===== src/rtl/seis_c.sv =====
// seis_c: classifies a 4-bit value N = {a,b,c,d} as prime / multiple of 3 / out of BCD range.
// The flags are registered (1-cycle latency) or, with OUT_REG=0, driven straight from the decode.
module seis_c #(
    parameter int OUT_REG = 1
) (
    input  logic clk,
    input  logic rst,
    input  logic a,
    input  logic b,
    input  logic c,
    input  logic d,
    output logic x,
    output logic y,
    output logic z
);

    logic [3:0] value;
    logic [2:0] flags_d;

    assign value = {a, b, c, d};

    // Flags are packed {prime, multipleOfThree, notBcd}.
    // Unknown inputs fall to the default arm, so they decode to all zeros.
    always_comb begin
        flags_d = 3'b000;
        case (value)
            4'd0:    flags_d = 3'b010;
            4'd1:    flags_d = 3'b000;
            4'd2:    flags_d = 3'b100;
            4'd3:    flags_d = 3'b110;
            4'd4:    flags_d = 3'b000;
            4'd5:    flags_d = 3'b100;
            4'd6:    flags_d = 3'b010;
            4'd7:    flags_d = 3'b100;
            4'd8:    flags_d = 3'b000;
            4'd9:    flags_d = 3'b010;
            4'd10:   flags_d = 3'b001;
            4'd11:   flags_d = 3'b101;
            4'd12:   flags_d = 3'b011;
            4'd13:   flags_d = 3'b101;
            4'd14:   flags_d = 3'b001;
            4'd15:   flags_d = 3'b011;
            default: flags_d = 3'b000;
        endcase
    end

    generate
        if (OUT_REG != 0) begin : gen_registered
            logic [2:0] flags_q;

            // Reset wins over the decode so the flops clear even while inputs are still X.
            always_ff @(posedge clk) begin
                if (rst) begin
                    flags_q <= 3'b000;
                end else begin
                    flags_q <= flags_d;
                end
            end

            assign {x, y, z} = flags_q;
        end else begin : gen_combinational
            assign {x, y, z} = flags_d;
        end
    endgenerate

endmodule


===== config.mk =====
export PLATFORM = sky130hd
export DESIGN_NAME = seis_c
export DESIGN_NICKNAME = d
export VERILOG_FILES = /design/src/rtl/seis_c.sv
export SDC_FILE = /design/constraint.sdc
export NUM_CORES = 1
export LEC_CHECK = 0
export ABC_CLOCK_PERIOD_IN_PS = 1400
export CAP_MARGIN = 20
export CORE_AREA = 2 2 39 41
export DETAILED_ROUTE_END_ITERATION = 12
export DIE_AREA = 0 0 41 43
export GPL_TIMING_DRIVEN = 0
export SLEW_MARGIN = 20
export SYNTH_ARGS = -nofsm -noshare
export SYNTH_HDL_FRONTEND = slang
export SYNTH_SLANG_ARGS = --single-unit

===== constraint.sdc =====
create_clock -name clk -period 1.4 [get_ports clk]
set_input_delay 0.28 -clock clk [delete_from_list [all_inputs] [get_ports clk]]
set_output_delay 0.28 -clock clk [all_outputs]
set_load 0.005 [all_outputs]

After elaboration in Yosys (flattened, before gate mapping)
Memory sizes are Yosys's and may differ from the RTL's. A register that Yosys moved wholly into a read port is not among the register bits.
Cells that the tools add are included.
{"block": "totals", "rom_bits": 48, "wordCells": 1, "inputBits": 6, "n_memories": 1, "register_bits": 0}
{"memory": "(no name shown)", "words": 16, "word_bits": 3, "rd": 1, "rd_clocked_by_memory_dff": 1, "write_ports": 0, "line_no": "26", "rtl": "case (value)"}

Longest topological paths before layout
{"block": "depth", "word_depth": 0, "mapped_depth": 4}

Least setup slack after synthesis
No wires, ideal clock.
{"block": "synth_path", "path_kind": "input port to flip-flop", "start": "in c", "end": "reg gen_registered.flags_q[2]", "setup_time_ns": 0.112, "path_stages": 4, "arrival_ns": 1.066, "required_ns": 1.288, "slack_ns": 0.222, "path_cell_list": "inv_1 -> ha_1 -> mux4_2 -> nor2b_4"}
{"item": "start, declared", "line_no": "10", "rtl": "input logic c,"}
{"item": "end, declared", "line_no": "49", "rtl": "logic [2:0] flags_q;"}

==> flow_summary.ini <==
[run_status]
status = finished, final reports clean

[sta]
setup_viol = 0
tightest_slew_ns = 0.220
fmax_ghz = 0.761
fin_setup_tns_ns = 0
finalHoldViolations = 0
period_needed_ns = 1.31
worst_slack_ns = 0.0851
holdWs_ns = 0.454
fin_crit_sh = 0.939
rsz0062_at_grt = no
max_slew_margin = 0.853
finalMaxSlewViolations = 0

[grt]
grt_usage = 0.0411
grt_max_degree = 6
grt_pass1_vias = 138
grt_overflow_total = 0
grt_pass1_wl_um = 483
antenna_found_initial = 0

[clock_network]
clk_pin_slew_ns = 0.04
cts_max_level = 1
cts_tree = built
hold_buffers = 0
cts_buffer_depth = 2
clock-root-buffer = clkbuf_4
post_cts_buffers = 0
cts_sinks = 3
cts_buffers = 3

[synthesis]
syn_area_per_cell_um2 = 11.0
synth.area.top_cells = dfxtp_1 (32%), ha_1 (20%), mux4_2 (12%), nand3b_1 (8.1%), nor2b_4 (7.4%)
synthXorXnorAreaFrac = 0.0470
yosys.area_share.simple = 0.235
synthCells = 17
synth_top_family_by_area = simple AND/OR/NAND/NOR gates
synthAdderAreaFrac = 0.201
yosysTopAreaCell = dfxtp_1
synthFlopType = dfxtp_1
yosysWarnings = 0
ys_types = 11
synth_seq_cells = 3
synth_top_area_frac = 0.322
async_reset_ff_frac = 0
synth_common_cells = dfxtp_1 (3), ha_1 (3), inv_1 (2), nand3b_1 (2)
synthMuxAreaShare = 0.121
synth_compound_area_frac = 0.0336
syn_area_um2 = 186
ys_seq_area_frac = 0.322
synth_nets = 26
synth_edf_count = 0

[worst_setup_path]
worst_path_max_delay_cell = mux4_2
required_ns = 1.52
path_class = input pin to register
path_cells = dlygate4sd2_1 > inv_1 > ha_1 > mux4_2 > nor2b_4
crit_fanout = 5
endpoint_kind = register
crit_path_max_incr_delay_ns = 0.46
startpoint_type = input pin
arrival_ns = 1.44

[die]
dieHeight_um = 43
core_um2 = 1380
io_pins = 9
start_util = 0.135
dieArea_um2 = 1760
fp.dieW_um = 41
row_count = 14

[route]
vias = 157
first_iter_violations = 1
firstDrtPassIters = 2
ant_nets = 0
drt-wirelength-per-cell_um = 7.47
via_per_inst = 3.49
route.detailed.drc = 0
wl_um = 336

[pwr]
power_frac_comb = 0.184
powerDensity_nw_per_um2 = 953
p_leak_nw = 0.140
p_seq_frac = 0.313
net-switching-power_w = 0.0000642
intPower_w = 0.000234
ir_worst_vdd_mv = 0.207
clockPowerShare = 0.503
netSwitchingFraction = 0.215

[layout]
postLayoutCoreUtil = 0.226
area_delta_synth_final_pct = 67.8
top_register = gen_registered.flags_q
largest_reg_flops = 3
final_nets = 39
n_antenna_cell = 0
top_regs = gen_registered.flags_q: 3 flops
drive_above_1_share = 0.172
stdcell_count = 45

[placement]
portBuffers = 8
gp_congestion = 0.629
dp_cells = 41
dpl_worst_slack_ns = -0.433

[hold_path]
hold_depth = 3
hold_path_class = input pin to register

[job]
maxCapViolCount = 0
==> power by group through the flow <==
| stage | sequential [W] | clock (W) | combinational [W] |
|---|---|---|---|
| global route | 0.0000940 | 0.000164 | 0.0000619 |
| detailed placement | 0.0000948 | 0 | 0.0000578 |
| finish | 0.0000933 | 0.000150 | 0.0000550 |
| CTS | 0.0000934 | 0.000161 | 0.0000558 |
| global placement | 0.0000945 | 0 | 0.0000569 |
| floorplan | 0.0000956 | 0 | 0.0000214 |
==> kinds of logic after synthesis <==
kind of cell / count (synthesis)
DFF: 3
adders and majority gates: 3
xor gates and xnor gates: 1
buffers and inverters: 2
muxes: 1
AOI/OAI and AO/OA: 1
and+or+nand+nor: 6
==> critical path, delay by kind of cell <==
family | cells | cell delay, ns
mux | 1 | 0.46
buf+inv | 2 | 0.36
fa+ha+maj | 1 | 0.21
simple gates | 1 | 0.13
==> layout by cell type, fill, tap and decap left out, drive strengths merged <==
master | netlist | routed
nand3b | 2 | 2
nand2 | 1 | 1
ha | 3 | 3
dfxtp | 3 | 3
nor3b | 1 | 1
dlygate4sd2 | 0 | 2
nor2b | 1 | 1
clkbuf | 0 | 4
dlymetal6s2s | 0 | 1
inv | 2 | 2
mux4 | 1 | 1
clkdlybuf4s50 | 0 | 5
xnor2 | 1 | 1
nor2 | 1 | 1
a31oi | 1 | 1
==> metal layers <==
layer  up-vias  GRT usage  wire length, µm
met5         -          0                0
met4         0     0.0400                0
met3         0     0.0157               30
met2         8     0.0438              134
met1        68     0.0577              170
li1         81          -                -
==> per-stage QoR <==
| stage | area, µm² | power [W] |
|---|---|---|
| global placement | 287 | 0.000151 |
| floorplan | 186 | 0.000117 |
| CTS | 310 | 0.000310 |
| global route | 313 | 0.000320 |
| detailed placement | 287 | 0.000153 |
| finish | 313 | 0.000298 |
==> path summary, 6_finish.rpt <==
path,startpoint,endpoint
worst min-delay path,b,gen_registered.flags_q[0]
worst max-delay path,c,gen_registered.flags_q[2]
==> final cells by class <==
type                    instances  area (µm²)
multi-input cells              12         119
inverters                       2        7.51
well taps                      16        20.0
fillers                       156        1070
flip-flops and latches          3        60.1
repair buffers                  8        80.1
clock buffers                   4        26.3
==> timing repair <==
action | CTS | global route
endpoints found under the setup margin | 1 | 1
gates resized for setup | 2 | 1
cloned | 0 | 0
Power figures use the tool's default switching activity.
